`src/rtl/chip8_step_sequencer_if.sv`:
```
// ---------------------------------------------------------------------------
// chip8_step_sequencer_if
// Groups the handshake/bus signals between the step sequencer and the CPU
// core / register file.
//   step_valid   : sequencer -> core, one instruction step is available
//   step_ready   : core -> sequencer, core accepts the step (valid & ready)
//   halt_req     : core -> sequencer, 1-cycle pulse when FX0A is decoded
//   halt_reg     : core -> sequencer, x of FX0A, sampled with halt_req
//   key_wr_valid : sequencer -> register file, write request for Vx
//   key_wr_reg   : sequencer -> register file, x to write
//   key_wr_val   : sequencer -> register file, key index to store
//   key_wr_ready : register file -> sequencer, write accepted
// Modports: master = sequencer side, slave = core / register-file side.
// ---------------------------------------------------------------------------
interface chip8_step_sequencer_if;
    logic       step_valid;
    logic       step_ready;
    logic       halt_req;
    logic [3:0] halt_reg;
    logic       key_wr_valid;
    logic [3:0] key_wr_reg;
    logic [3:0] key_wr_val;
    logic       key_wr_ready;

    modport master (
        output step_valid,
        output key_wr_valid,
        output key_wr_reg,
        output key_wr_val,
        input  step_ready,
        input  halt_req,
        input  halt_reg,
        input  key_wr_ready
    );

    modport slave (
        input  step_valid,
        input  key_wr_valid,
        input  key_wr_reg,
        input  key_wr_val,
        output step_ready,
        output halt_req,
        output halt_reg,
        output key_wr_ready
    );
endinterface

```
`src/rtl/chip8_step_sequencer.sv`:
```
// ---------------------------------------------------------------------------
// chip8_step_sequencer
// Paces a CHIP-8 core. Two phase accumulators turn the core clock into
// instruction-step requests at INSTR_HZ and timer ticks at TIMER_HZ with an
// exact long-run rate. Instruction ticks are queued (up to MAX_PENDING) and
// offered to the core through a valid/ready handshake. The block also owns
// the FX0A "wait for key" halt: it polls the keypad on every instruction tick,
// waits for a press and for the release of that key, then writes the key
// index into Vx.
//
// Ports
//   clk          : core clock
//   rst          : asynchronous reset, active-high
//   enable       : 1 = accumulators advance; 0 = pause (accumulators hold)
//   bus          : step / halt / key-write handshakes (master modport)
//   keys         : live keypad state, bit n = key n down
//   timer_tick   : 1-cycle pulse at TIMER_HZ, runs in every FSM state
//   halted       : FSM is not in RUN
//   overrun      : sticky, an instruction tick was dropped at MAX_PENDING
//   overrun_clr  : clears overrun (a new overrun in the same cycle wins)
// All outputs are registered.
// ---------------------------------------------------------------------------
module chip8_step_sequencer #(
    parameter int CLK_HZ      = 50_000_000,
    parameter int INSTR_HZ    = 500,
    parameter int TIMER_HZ    = 60,
    parameter int MAX_PENDING = 4,
    parameter int ACC_W       = 32
) (
    input  logic                   clk,
    input  logic                   rst,
    input  logic                   enable,
    chip8_step_sequencer_if.master bus,
    input  logic [15:0]            keys,
    output logic                   timer_tick,
    output logic                   halted,
    output logic                   overrun,
    input  logic                   overrun_clr
);

    localparam int                PEND_W   = $clog2(MAX_PENDING + 1);
    localparam logic [ACC_W-1:0]  CLK_C    = ACC_W'(CLK_HZ);
    localparam logic [ACC_W-1:0]  INSTR_C  = ACC_W'(INSTR_HZ);
    localparam logic [ACC_W-1:0]  TIMER_C  = ACC_W'(TIMER_HZ);
    localparam logic [PEND_W-1:0] PEND_MAX = PEND_W'(MAX_PENDING);
    localparam logic [PEND_W-1:0] PEND_ONE = PEND_W'(1);
    localparam logic [PEND_W-1:0] PEND_ZERO = PEND_W'(0);

    typedef enum logic [1:0] {
        S_RUN          = 2'd0,
        S_WAIT_PRESS   = 2'd1,
        S_WAIT_RELEASE = 2'd2,
        S_WRITE        = 2'd3
    } state_t;

    // One accumulator step: returns {tick, next_acc}. The wrap subtracts
    // CLK_HZ instead of resetting to zero so the remainder carries over and
    // the long-run rate is exact. ACC_W is sized so acc + rate never wraps.
    function automatic logic [ACC_W:0] acc_step(
        input logic [ACC_W-1:0] acc,
        input logic [ACC_W-1:0] rate
    );
        logic [ACC_W-1:0] sum;
        sum = acc + rate;
        if (sum >= CLK_C) begin
            return {1'b1, sum - CLK_C};
        end else begin
            return {1'b0, sum};
        end
    endfunction

    // Index of the lowest pressed key; 0 when no key is down.
    function automatic logic [3:0] lowest_set(input logic [15:0] k);
        logic [3:0] idx;
        idx = 4'd0;
        for (int i = 15; i >= 0; i--) begin
            if (k[i]) begin
                idx = 4'(i);
            end else begin
                idx = idx;
            end
        end
        return idx;
    endfunction

    // Accumulators and their tick strobes
    logic [ACC_W-1:0]  instr_acc_q, instr_acc_d;
    logic [ACC_W-1:0]  timer_acc_q, timer_acc_d;
    logic              instr_tick_s;
    logic              timer_tick_s;

    // Control state
    state_t            state_q, state_d;
    logic [PEND_W-1:0] pending_q, pending_d;
    logic [3:0]        xreg_q, xreg_d;
    logic [3:0]        kreg_q, kreg_d;
    logic              step_hs_s;
    logic              wr_hs_s;
    logic              ovr_set_s;

    // Registered outputs
    logic              overrun_q, overrun_d;
    logic              step_valid_q, step_valid_d;
    logic              halted_q, halted_d;
    logic              key_wr_valid_q, key_wr_valid_d;
    logic [3:0]        key_wr_reg_q, key_wr_reg_d;
    logic [3:0]        key_wr_val_q, key_wr_val_d;
    logic              timer_tick_q, timer_tick_d;

    // Phase accumulators: advance only while enabled, hold otherwise.
    always_comb begin
        instr_acc_d  = instr_acc_q;
        timer_acc_d  = timer_acc_q;
        instr_tick_s = 1'b0;
        timer_tick_s = 1'b0;
        if (enable) begin
            {instr_tick_s, instr_acc_d} = acc_step(instr_acc_q, INSTR_C);
            {timer_tick_s, timer_acc_d} = acc_step(timer_acc_q, TIMER_C);
        end else begin
            instr_acc_d = instr_acc_q;
            timer_acc_d = timer_acc_q;
        end
    end

    // FSM next state, step queue, FX0A key capture and output precompute.
    always_comb begin
        state_d   = state_q;
        pending_d = pending_q;
        xreg_d    = xreg_q;
        kreg_d    = kreg_q;
        ovr_set_s = 1'b0;
        step_hs_s = step_valid_q & bus.step_ready;
        wr_hs_s   = key_wr_valid_q & bus.key_wr_ready;

        case (state_q)
            S_RUN: begin
                if (bus.halt_req) begin
                    // A handshake in this cycle is still consumed by the
                    // core; the queue is flushed regardless.
                    xreg_d    = bus.halt_reg;
                    pending_d = PEND_ZERO;
                    state_d   = S_WAIT_PRESS;
                end else if (instr_tick_s && !step_hs_s) begin
                    if (pending_q == PEND_MAX) begin
                        ovr_set_s = 1'b1;
                    end else begin
                        pending_d = pending_q + PEND_ONE;
                    end
                end else if (!instr_tick_s && step_hs_s) begin
                    pending_d = pending_q - PEND_ONE;
                end else begin
                    // tick and handshake together, or neither: no change
                    pending_d = pending_q;
                end
            end
            S_WAIT_PRESS: begin
                if (instr_tick_s && (keys != 16'h0000)) begin
                    kreg_d  = lowest_set(keys);
                    state_d = S_WAIT_RELEASE;
                end else begin
                    state_d = S_WAIT_PRESS;
                end
            end
            S_WAIT_RELEASE: begin
                // Only the captured key matters; other keys are ignored.
                if (instr_tick_s && !keys[kreg_q]) begin
                    state_d = S_WRITE;
                end else begin
                    state_d = S_WAIT_RELEASE;
                end
            end
            S_WRITE: begin
                if (wr_hs_s) begin
                    state_d   = S_RUN;
                    pending_d = PEND_ZERO;
                end else begin
                    state_d = S_WRITE;
                end
            end
            default: begin
                state_d   = S_RUN;
                pending_d = PEND_ZERO;
            end
        endcase

        // A fresh overrun beats a simultaneous clear.
        overrun_d      = (overrun_q & ~overrun_clr) | ovr_set_s;
        step_valid_d   = (state_d == S_RUN) && (pending_d != PEND_ZERO);
        halted_d       = (state_d != S_RUN);
        key_wr_valid_d = (state_d == S_WRITE);
        key_wr_reg_d   = xreg_d;
        key_wr_val_d   = kreg_d;
        timer_tick_d   = timer_tick_s;
    end

    // State and output registers with asynchronous reset.
    always_ff @(posedge clk or posedge rst) begin
        if (rst) begin
            instr_acc_q    <= {ACC_W{1'b0}};
            timer_acc_q    <= {ACC_W{1'b0}};
            state_q        <= S_RUN;
            pending_q      <= PEND_ZERO;
            xreg_q         <= 4'd0;
            kreg_q         <= 4'd0;
            overrun_q      <= 1'b0;
            step_valid_q   <= 1'b0;
            halted_q       <= 1'b0;
            key_wr_valid_q <= 1'b0;
            key_wr_reg_q   <= 4'd0;
            key_wr_val_q   <= 4'd0;
            timer_tick_q   <= 1'b0;
        end else begin
            instr_acc_q    <= instr_acc_d;
            timer_acc_q    <= timer_acc_d;
            state_q        <= state_d;
            pending_q      <= pending_d;
            xreg_q         <= xreg_d;
            kreg_q         <= kreg_d;
            overrun_q      <= overrun_d;
            step_valid_q   <= step_valid_d;
            halted_q       <= halted_d;
            key_wr_valid_q <= key_wr_valid_d;
            key_wr_reg_q   <= key_wr_reg_d;
            key_wr_val_q   <= key_wr_val_d;
            timer_tick_q   <= timer_tick_d;
        end
    end

    assign bus.step_valid   = step_valid_q;
    assign bus.key_wr_valid = key_wr_valid_q;
    assign bus.key_wr_reg   = key_wr_reg_q;
    assign bus.key_wr_val   = key_wr_val_q;
    assign timer_tick       = timer_tick_q;
    assign halted           = halted_q;
    assign overrun          = overrun_q;

endmodule
```
`src/flat_wrapper.sv`:
```
// flat-port wrapper written by rule: the top's interface ports become plain ports
module chip8_step_sequencer_flat 
#(
    parameter int CLK_HZ      = 50_000_000,
    parameter int INSTR_HZ    = 500,
    parameter int TIMER_HZ    = 60,
    parameter int MAX_PENDING = 4,
    parameter int ACC_W       = 32
)
  (clk, rst, enable, keys, timer_tick, halted, overrun, overrun_clr, bus_step_valid, bus_key_wr_valid, bus_key_wr_reg, bus_key_wr_val, bus_step_ready, bus_halt_req, bus_halt_reg, bus_key_wr_ready);
  chip8_step_sequencer_if bus_i ();
  input  logic clk;
  input  logic rst;
  input  logic enable;
  input  logic [15:0] keys;
  output logic timer_tick;
  output logic halted;
  output logic overrun;
  input  logic overrun_clr;
  output wire logic [$bits(bus_i.step_valid)-1:0] bus_step_valid;
  output wire logic [$bits(bus_i.key_wr_valid)-1:0] bus_key_wr_valid;
  output wire logic [$bits(bus_i.key_wr_reg)-1:0] bus_key_wr_reg;
  output wire logic [$bits(bus_i.key_wr_val)-1:0] bus_key_wr_val;
  input wire logic [$bits(bus_i.step_ready)-1:0] bus_step_ready;
  input wire logic [$bits(bus_i.halt_req)-1:0] bus_halt_req;
  input wire logic [$bits(bus_i.halt_reg)-1:0] bus_halt_reg;
  input wire logic [$bits(bus_i.key_wr_ready)-1:0] bus_key_wr_ready;
  assign bus_step_valid = bus_i.step_valid;
  assign bus_key_wr_valid = bus_i.key_wr_valid;
  assign bus_key_wr_reg = bus_i.key_wr_reg;
  assign bus_key_wr_val = bus_i.key_wr_val;
  assign bus_i.step_ready = bus_step_ready;
  assign bus_i.halt_req = bus_halt_req;
  assign bus_i.halt_reg = bus_halt_reg;
  assign bus_i.key_wr_ready = bus_key_wr_ready;
  chip8_step_sequencer #(.CLK_HZ(CLK_HZ), .INSTR_HZ(INSTR_HZ), .TIMER_HZ(TIMER_HZ), .MAX_PENDING(MAX_PENDING), .ACC_W(ACC_W)) u_core (.clk(clk), .rst(rst), .enable(enable), .bus(bus_i), .keys(keys), .timer_tick(timer_tick), .halted(halted), .overrun(overrun), .overrun_clr(overrun_clr));
endmodule
```
`config.mk`:
```
export PLATFORM = sky130hd
export DESIGN_NAME = chip8_step_sequencer_flat
export DESIGN_NICKNAME = d
export VERILOG_FILES = /design/src/rtl/chip8_step_sequencer_if.sv /design/src/rtl/chip8_step_sequencer.sv /design/src/flat_wrapper.sv
export SDC_FILE = /design/constraint.sdc
export NUM_CORES = 1
export LEC_CHECK = 0
export CAP_MARGIN = 10
export CORE_ASPECT_RATIO = 0.75
export CORE_MARGIN = 2
export CORE_UTILIZATION = 62
export CTS_BUF_LIST = sky130_fd_sc_hd__clkbuf_4
export CTS_CLUSTER_DIAMETER = 40
export CTS_CLUSTER_SIZE = 8
export DETAILED_ROUTE_END_ITERATION = 8
export MAX_ROUTING_LAYER = met4
export PLACE_DENSITY = 0.83
export SLEW_MARGIN = 10
export SYNTH_ARGS = -nofsm -noshare
export SYNTH_HDL_FRONTEND = slang
export SYNTH_SLANG_ARGS = --single-unit
```
`constraint.sdc`:
```
create_clock -name clk -period 4 [get_ports clk]
set_input_delay 0.6 -clock clk [delete_from_list [all_inputs] [get_ports clk]]
set_output_delay 0.6 -clock clk [all_outputs]
set_load 0.01 [all_outputs]
```
Word level (Yosys, flattened, before mapping)

Cells that the tools add are included.

Register bits: 82
Bits of input ports: 27

$add $sub $neg: 6
Eq/ne operators: 5
Multiplexer cells: 37
Reduce and logical (&&, ||, !) cells: 15
Bitwise logic cells: 5
$lt $le $gt $ge: 3

Operators by type and width:

| cell                     | count |
|---|---|
| $mux W33                 | 2 |
| $ge A32 B26 Y1 const B   | 2 |
| $mux W4                  | 16 |
| $sub A32 B26 Y32 const B | 2 |
| $add A32 B6 Y32 const B  | 1 |
| $add A32 B9 Y32 const B  | 1 |
| $reduce_bool A16 Y1      | 1 |
| $mux W3                  | 5 |
| $mux W1                  | 8 |
| $pmux W2 S4              | 1 |
| $eq A2 B2 Y1 const B     | 3 |
| $mux W2                  | 3 |
| $pmux W3 S2              | 1 |
| $logic_and A1 B1 Y1      | 5 |
| $lt A4 B5 Y1 const B     | 1 |
| $bmux W1 S4              | 1 |
| $logic_not A2 Y1         | 2 |
| $reduce_and A2 Y1        | 2 |
| $add A3 B1 Y3 const B    | 1 |
| $and A1 B1 Y1            | 3 |
| $eq A3 B3 Y1 const B     | 1 |
| $logic_not A1 Y1         | 3 |
| $reduce_bool A3 Y1       | 1 |
| $sub A3 B1 Y3 const B    | 1 |
| other kinds (4)          | 4 |

Longest topological paths before layout

Gate-level depths: netlist of run 1.

Depth after elaboration: 16
Depth in mapped cells: 17
Mapped depth without buffers: 16

Worst setup path before layout of run 1

Ideal clock, no wire load.

Path type: register to register
Start point: register u_core.timer_acc_q[2]
End point: register u_core.timer_acc_q[31]
Arrival: 3.541 ns
Path buffers: 1
Required time: 3.923 ns
Path slack: 0.381 ns
Period minus slack after synthesis: 3.619 ns
Cell stages (with the launch flop): 17
Path through: dfrtp_1 > inv_1 > ha_1 > or3b_1 > buf_2 > nand3_1 > xor2_1 > ha_1 > o211ai_1 > o31ai_1 > a21o_1 > o311ai_0 > or4b_1 > nor2b_1 > a2111oi_0 > mux2_1 > a21oi_1

Word-level cells in the longest chain between the ends: 3

RTL lines:

| what                                                      | RTL line                                               | RTL |
|---|---|---|
| from (decl)                                               | chip8_step_sequencer.sv:88                             | `logic [ACC_W-1:0] timer_acc_q, timer_acc_d;` |
| from (signal assigned)                                    | chip8_step_sequencer.sv:200                            | `timer_acc_q <= {ACC_W{1'b0}};` |
| from (signal assigned)                                    | chip8_step_sequencer.sv:214                            | `timer_acc_q <= timer_acc_d;` |
| $add A32 B6 Y32 *                                         | chip8_step_sequencer.sv:64                             | `sum = acc + rate;` |
| $sub A32 B26 Y32 / $ge A32 B26 Y1 (equally long branches) | chip8_step_sequencer.sv:66, chip8_step_sequencer.sv:65 |  |
| $mux W33 *                                                | chip8_step_sequencer.sv:65                             | `if (sum >= CLK_C) begin` |

Every way passes the cells marked *; elsewhere a longest branch is shown, timed or not.
A chain may end at the register's enable or synchronous reset.

Worst setup path after layout of run 1

Same ends and word-level chain as after synthesis.

==> results of run 1 <==
## final cells by class
cell class                      instances  share of cell area
Clock inverter                          4             0.00333
Inverter                               29              0.0154
Multi-Input combinational cell        596               0.581
Tap cell                              136              0.0238
Clock buffer                           12              0.0126
Sequential cell                        78               0.273
Timing Repair Buffer                   74              0.0907
## routing by layer
| layer | GRT usage | part of all wire | vias to the layer above |
|---|---|---|---|
| li1 | - | - | 2768 |
| met1 | 0.447 | 0.45 | 2799 |
| met2 | 0.427 | 0.43 | 326 |
| met3 | 0.0547 | 0.10 | 31 |
| met4 | 0.0678 | 0.015 | 0 |
| met5 | - | 0 | - |
## timing repair
action | 4_1_cts | 5_1_grt
setup buffers | 0 | 2
endpoints found under the setup margin | 1 | 19
cloned | 0 | 1
pin swaps | 0 | 1
resized for setup | 1 | 8
## logic make-up after synthesis
logic type,Yosys count,synth area share
buf+inv,76,0.0520
compound gates,138,0.160
flops,78,0.306
simple gates,317,0.263
xor+xnor,100,0.137
mux,27,0.0559
fa+ha+maj,13,0.0251
## cells in the final DEF, fill, tap and decap left out, types with 6 or more instances in the layout
cell             synthesis  final
nand2_1                 85     85
mux2i_1                  6      6
nor2_1                  57     57
mux2_2                  14     14
and2_1                   9      9
a21oi_1                 26     26
clkdlybuf4s50_1          0     38
nor3_1                  32     32
dfrtp_1                 78     78
o21ai_1                  8      8
o211ai_1                 6      6
nand2b_1                 7      7
a31oi_1                  7      7
or4_1                    6      6
ha_1                    12     12
clkbuf_4                 0     12
buf_4                    1     35
xor2_1                  30     30
nor4_1                  13     12
xnor2_1                 70     70
nand4_1                 16     16
a211oi_1                 7      6
nand3_1                 30     30
and3_1                  12     12
o21ai_0                 17     17
inv_1                   29     28
or2_2                    8      8
## sequential cells by signal, summed over array words and instances (netlist names)
| name | flops |
|---|---|
| u_core.instr_acc_q | 30 |
| u_core.timer_acc_q | 30 |
| u_core.kreg_q | 4 |
| u_core.xreg_q | 4 |
| u_core.pending_q | 3 |
| u_core.state_q | 2 |
| u_core.bus.key_wr_valid | 1 |
| u_core.bus.step_valid | 1 |
| u_core.halted | 1 |
| u_core.overrun | 1 |
| u_core.timer_tick | 1 |
## through the flow
step	worst slack [ps]	hold WS, ps	utilization
after floorplan	381	460	-
after global placement	209	476	0.687
after detailed placement	45.8	490	0.687
after CTS	46.7	508	0.698
after global routing	-100	527	0.705
final	124	505	0.705
## critical path: cells and delay by family (launching register included)
| kind | cells | cell delay [ps] |
|---|---|---|
| AOI/OAI and AO/OA | 6 | 990 |
| xor gates and xnor gates | 1 | 100 |
| adders and majority gates | 2 | 430 |
| buffers and inverters | 2 | 280 |
| DFF | 1 | 480 |
| muxes | 1 | 330 |
| and+or+nand+nor | 4 | 1200 |
## how the worst max path moves through the flow
stage                          start                     end  slack, ps  depth (start not counted)
2_1_floorplan  u_core.timer_acc_q[2]  u_core.timer_acc_q[31]        380                         16
3_3_place_gp   u_core.timer_acc_q[2]  u_core.timer_acc_q[31]        210                         16
3_5_place_dp   u_core.timer_acc_q[2]  u_core.timer_acc_q[31]         50                         16
4_1_cts        u_core.timer_acc_q[2]  u_core.timer_acc_q[31]         50                         16
5_1_grt        u_core.timer_acc_q[3]  u_core.timer_acc_q[31]       -100                         16
6_report       u_core.timer_acc_q[2]  u_core.timer_acc_q[31]        120                         16
## power groups by stage
stage / combinational (W) / clock, W / sequential, W
after floorplan: 0.00235 / 0 / 0.00150
after global placement: 0.00269 / 0 / 0.00174
after detailed placement: 0.00281 / 0 / 0.00176
after CTS: 0.00282 / 0.000439 / 0.00175
after global routing: 0.00321 / 0.000466 / 0.00184
final: 0.00289 / 0.000431 / 0.00177
==> impl_metrics.csv, run 1 <==
group,metric,value,unit
outcome,status,"completed",
timing,rsz0062_at_grt,"yes",
timing,setup_violations,0,
pwr,switching_power,0.00237,W
pwr,power.internal,0.00272,W
worst_hold_path,hold_depth,1,
worst_hold_path,worstHoldPathType,"register to register",
global_routing,grt_pass1_wl,26.5,mm
setup_path,worstSetupPathType,"register to register",
pwr,max-vdd-ir-drop,0.420,mV
synthesis,syn_avg_cell_area,8.51,µm²
global_routing,grt_usage,0.301,
pwr,power,0.00509,W
global_routing,grt_pass1_vias,5471,
worst_hold_path,hold_start,"u_core.timer_acc_q[28]",
setup_path,cpPeakStageDelay,490,ps
drt,drt_iter0_markers,682,
pwr,p_per_area,712,mW/mm²
die,die_w,121,µm
die,initial_core_util,0.629,
synthesis,syn_inst,749,
global_routing,grt.overflow.total,0,
final_layout,fillers,775,
timing,timing.final.crit_share,0.969,
timing,fmax,258,MHz
setup_path,crit_required,4390,ps
setup_path,crit_chain,"inv_1 > ha_1 > or3b_1 > nand3_1 > xor2_1 > ha_1 > o211ai_1 > o31ai_2 > a21o_1 > o311ai_0 > buf_4 > or4b_1 > nor2b_2 > a2111oi_1 > mux2_1 > a21oi_1",
drt,vias_per_cell,6.38,
timing,hold_viol,0,
synthesis,netlist_top_cells_count,"nand2_1 (85), dfrtp_1 (78), xnor2_1 (70)",
global_routing,grt_max_degree,55,
clocking,postCtsHoldBufs,0,
drt,ant_nets,0,
timing,fin_crit,3880,ps
clocking,htree_levels,3,
drt,wl,15.5,mm
global_routing,antenna_found_initial,0,
pwr,leakage,2.80,nW
drt,num_vias,5924,
pwr,seqPwrFrac,0.347,
clocking,clkTransAtPathRegs,130,ps
clocking,clk_path_buf_depth,2,
timing,slew_violations,0,
placement,placed_area,0.00696,mm²
final_layout,ff_latch_area,0.00195,mm²
placement,place_congestion,0.965,
final_layout,multi_input_comb_area,0.00415,mm²
die,dieArea,0.0111,mm²
synthesis,synth_top_area_share,0.306,
clocking,insertion_delay,450,ps
pwr,power_frac_comb,0.568,
pwr,switching_share,0.465,
drt,first_pass_iters,5,
setup_path,cpMostUsedCell,"ha_1",
clocking,cts-root-buf,"clkbuf_4",
die,core-area,0.0101,mm²
clocking,cts_tree,"built",
clocking,cts_sinks,78,
final_layout,design_area,0.00715,mm²
die,die_y,91.8,µm
synthesis,ys_seq_area_frac,0.306,
final_layout,drive_gt1_frac,0.144,
setup_path,r2r_start,"u_core.timer_acc_q[2]",
clocking,cts_made_buffers,9,
synthesis,async_reset_ff_frac,1.00,
drt,wl_per_cell,16.7,µm
synthesis,synth_area_leaders,"dfrtp_1 (31%), xnor2_1 (9.6%), nand2_1 (5.0%), xor2_1 (4.1%), nor2_1 (3.4%)",
synthesis,synth_ff_type,"dfrtp_1",
synthesis,synth_edf_count,0,
setup_path,startpoint_type,"register",
setup_path,r2r-end,"u_core.timer_acc_q[31]",
timing,worst_pin_slew,707,ps
setup_path,reg2reg_depth,16,
timing,max-slew-margin-rel,0.525,
synthesis,yosys_register_bits,78,
synthesis,synthMostInstantiatedCell,"nand2_1",
worst_hold_path,worst_hold_path.endpoint,"u_core.timer_acc_q[28]",
setup_path,critPathMaxFanout,6,
drt,drc,0,
final_layout,instances_no_fill,929,
synthesis,syn_area,0.00638,mm²
setup_path,ff2ff_setup_slack,120,ps
die,io_pins,40,
timing,fin_setup_tns,0,ps
synthesis,synth_area_leader_cell,"dfrtp_1",
synthesis,yosysWarningCount,0,
placement,hpwlAfterDp,11.5,mm
pwr,p_clk_frac,0.085,
setup_path,critPathCaptureType,"register",
placement,io_buffers,39,
final_layout,n_antenna_cell,0,
placement,place_inst,910,
synthesis,synthDistinctLibCells,90,
die,row_count,32,
synthesis,syn-num-nets,788,
setup_path,slowest_stage,"or4b_1",
run,max_cap_viol_count,0,
final_layout,nets,827,
setup_path,cp.arrival,4270,ps
final_layout,area_growth,12.1,%
timing,fin_skew,12.3,ps
Power figures use the tool's default switching activity.
==> inputs of run 2 (changes only) <==
--- a/config.mk
+++ b/config.mk
@@ -19,3 +19,4 @@
 export SYNTH_ARGS = -nofsm -noshare
 export SYNTH_HDL_FRONTEND = slang
 export SYNTH_SLANG_ARGS = --single-unit
+export TNS_END_PERCENT = 30
==> results of run 2 <==
Final layout, timing and power as in run 1 (identical DEF).
==> inputs of run 3 (changes only) <==
--- a/config.mk
+++ b/config.mk
@@ -15,6 +15,7 @@
 export DETAILED_ROUTE_END_ITERATION = 8
 export MAX_ROUTING_LAYER = met4
 export PLACE_DENSITY = 0.83
+export SETUP_SLACK_MARGIN = 0.15
 export SLEW_MARGIN = 10
 export SYNTH_ARGS = -nofsm -noshare
 export SYNTH_HDL_FRONTEND = slang
==> run 3 against run 2 <==
Worst setup slack improved by 100 ps. Total power grew 2.3%. Clock skew down 2.2 ps. First-iteration DRC count decreased by 11%. Hold slack got worse by 1.5 ps. Count of clock-buffer cells in the layout did not move.
==> impl_metrics.csv, run 3 (synthesis results as in run 1) <==
group,metric,value,unit
timing,slew_violations,0,
die,dieArea,0.0111,mm²
setup_path,critPathMaxFanout,11,
pwr,switching_power,0.00244,W
drt,vias_per_cell,6.34,
setup_path,cp.arrival,4120,ps
pwr,power_frac_comb,0.576,
setup_path,startpoint_type,"register",
die,row_count,32,
die,die_y,91.8,µm
global_routing,grt_max_degree,55,
pwr,p_clk_frac,0.083,
drt,drc,0,
timing,fin_skew,10.1,ps
drt,first_pass_iters,5,
clocking,clkTransAtPathRegs,130,ps
die,die_w,121,µm
clocking,cts_made_buffers,9,
die,io_pins,40,
outcome,status,"completed",
timing,fmax,265,MHz
worst_hold_path,worst_hold_path.endpoint,"u_core.timer_acc_q[28]",
final_layout,area_growth,14.2,%
drt,wl,16.1,mm
setup_path,r2r_start,"u_core.timer_acc_q[2]",
pwr,seqPwrFrac,0.341,
timing,rsz0062_at_grt,"yes",
setup_path,ff2ff_setup_slack,220,ps
timing,max-slew-margin-rel,0.576,
final_layout,final_common_cell,"nand2_1",
timing,timing.final.crit_share,0.944,
placement,hpwlAfterDp,11.5,mm
timing,setup_violations,0,
final_layout,nets,832,
die,core-area,0.0101,mm²
drt,ant_nets,0,
placement,io_buffers,39,
clocking,insertion_delay,450,ps
final_layout,fillers,740,
final_layout,final_cell_mix,"nand2_1 (85), dfrtp_1 (73), xnor2_1 (69)",
global_routing,antenna_found_initial,0,
pwr,p_per_area,715,mW/mm²
timing,holdWs,504,ps
drt,drt_iter0_markers,604,
final_layout,instances_no_fill,934,
clocking,cts-root-buf,"clkbuf_4",
final_layout,n_antenna_cell,0,
clocking,cts_tree,"built",
timing,fin_crit,3780,ps
pwr,power,0.00521,W
setup_path,worstSetupPathType,"register to register",
clocking,htree_levels,3,
setup_path,reg2reg_depth,14,
pwr,max-vdd-ir-drop,0.415,mV
setup_path,critPathCaptureType,"register",
global_routing,grt_usage,0.301,
global_routing,grt_pass1_wl,26.5,mm
placement,place_congestion,0.965,
die,initial_core_util,0.629,
drt,num_vias,5919,
global_routing,grt_pass1_vias,5468,
timing,hold_viol,0,
worst_hold_path,worstHoldPathType,"register to register",
global_routing,grt.overflow.total,0,
clocking,cts_sinks,78,
timing,worst_pin_slew,635,ps
setup_path,r2r-end,"u_core.timer_acc_q[23]",
final_layout,drive_gt1_frac,0.174,
worst_hold_path,hold_depth,1,
pwr,leakage,2.84,nW
run,max_cap_viol_count,0,
setup_path,crit_required,4340,ps
clocking,clk_path_buf_depth,2,
worst_hold_path,hold_start,"u_core.timer_acc_q[28]",
placement,place_inst,910,
pwr,power.internal,0.00277,W
pwr,switching_share,0.468,
drt,wl_per_cell,17.2,µm
final_layout,top_regs,"u_core.instr_acc_q (30), u_core.timer_acc_q (30)",
timing,fin_setup_tns,0,ps
clocking,postCtsHoldBufs,0,
## run 3: cell types whose count changed in the layout (fill, tap and decap cells not counted), moves of 2 or more
cell / previous run / this run
dfrtp_1: 78 / 73
dfrtp_2: 0 / 5
buf_4: 35 / 39
nor4_1: 12 / 10
nor4_2: 4 / 6
or4_1: 6 / 4
or4_4: 3 / 5
## run 3: per-layer routing
| metal | up-vias | share of wire | track usage | wire [µm] |
|---|---|---|---|---|
| li1 | 2777 | - | - | - |
| met1 | 2802 | 0.45 | 0.448 | 7250 |
| met2 | 312 | 0.44 | 0.427 | 7080 |
| met3 | 28 | 0.093 | 0.0547 | 1500 |
| met4 | 0 | 0.015 | 0.0678 | 246 |
| met5 | - | 0 | - | 0 |
## run 3: power by group through the flow
stage	logic (W)	registers [W]	clock network (W)
6_report	0.00300	0.00178	0.000432
5_1_grt	0.00331	0.00185	0.000466
4_1_cts	0.00283	0.00175	0.000439
3_5_place_dp	0.00281	0.00176	0
3_3_place_gp	0.00269	0.00174	0
2_1_floorplan	0.00235	0.00150	0
## run 3: worst max path at each step
| stage | from | endpoint | slack (ps) | cells after the start |
|---|---|---|---|---|
| after floorplan | u_core.timer_acc_q[2] | u_core.timer_acc_q[31] | 380 | 16 |
| after global placement | u_core.timer_acc_q[2] | u_core.timer_acc_q[31] | 210 | 16 |
| after detailed placement | u_core.timer_acc_q[2] | u_core.timer_acc_q[31] | 50 | 16 |
| after CTS | u_core.timer_acc_q[2] | u_core.timer_acc_q[13] | 130 | 14 |
| after global routing | u_core.timer_acc_q[2] | u_core.timer_acc_q[23] | 110 | 14 |
| final | u_core.timer_acc_q[2] | u_core.timer_acc_q[23] | 220 | 14 |
## run 3: final cells by class
cell class | instances | area (µm²) | share of cell area
multi-input combinational | 596 | 4240 | 0.582
sequential | 78 | 1960 | 0.269
timing repair buffer | 79 | 689 | 0.0947
tap | 136 | 170 | 0.0234
inverter | 29 | 110 | 0.0151
clock buffer | 12 | 90.1 | 0.0124
clock inverter | 4 | 23.8 | 0.00327
## run 3: through the flow
stage	setup slack, ps	utilization	area, µm²
detailed placement	45.8	0.687	6960
CTS	130	0.699	7080
floorplan	381	-	6380
global route	110	0.719	7280
finish	224	0.719	7280
global placement	209	0.687	6960
## run 3: critical path: stages (launching register included)
cell and delay, ps:
dfrtp_2 470, inv_1 80, ha_1 180, nor3b_1 240
buf_4 240, nor3_1 80, a211o_1 350, o31a_1 150
or3_4 430, a311oi_4 410, a41oi_4 240, buf_4 200
nor4b_1 280, o21ai_1 140, xnor2_1 170
## run 3: what timing repair did
item,in CTS,in global routing
gates resized for setup,3,31
cloned,0,1
buffers inserted,0,7
pin swaps,0,4
setup endpoints to repair,2,44
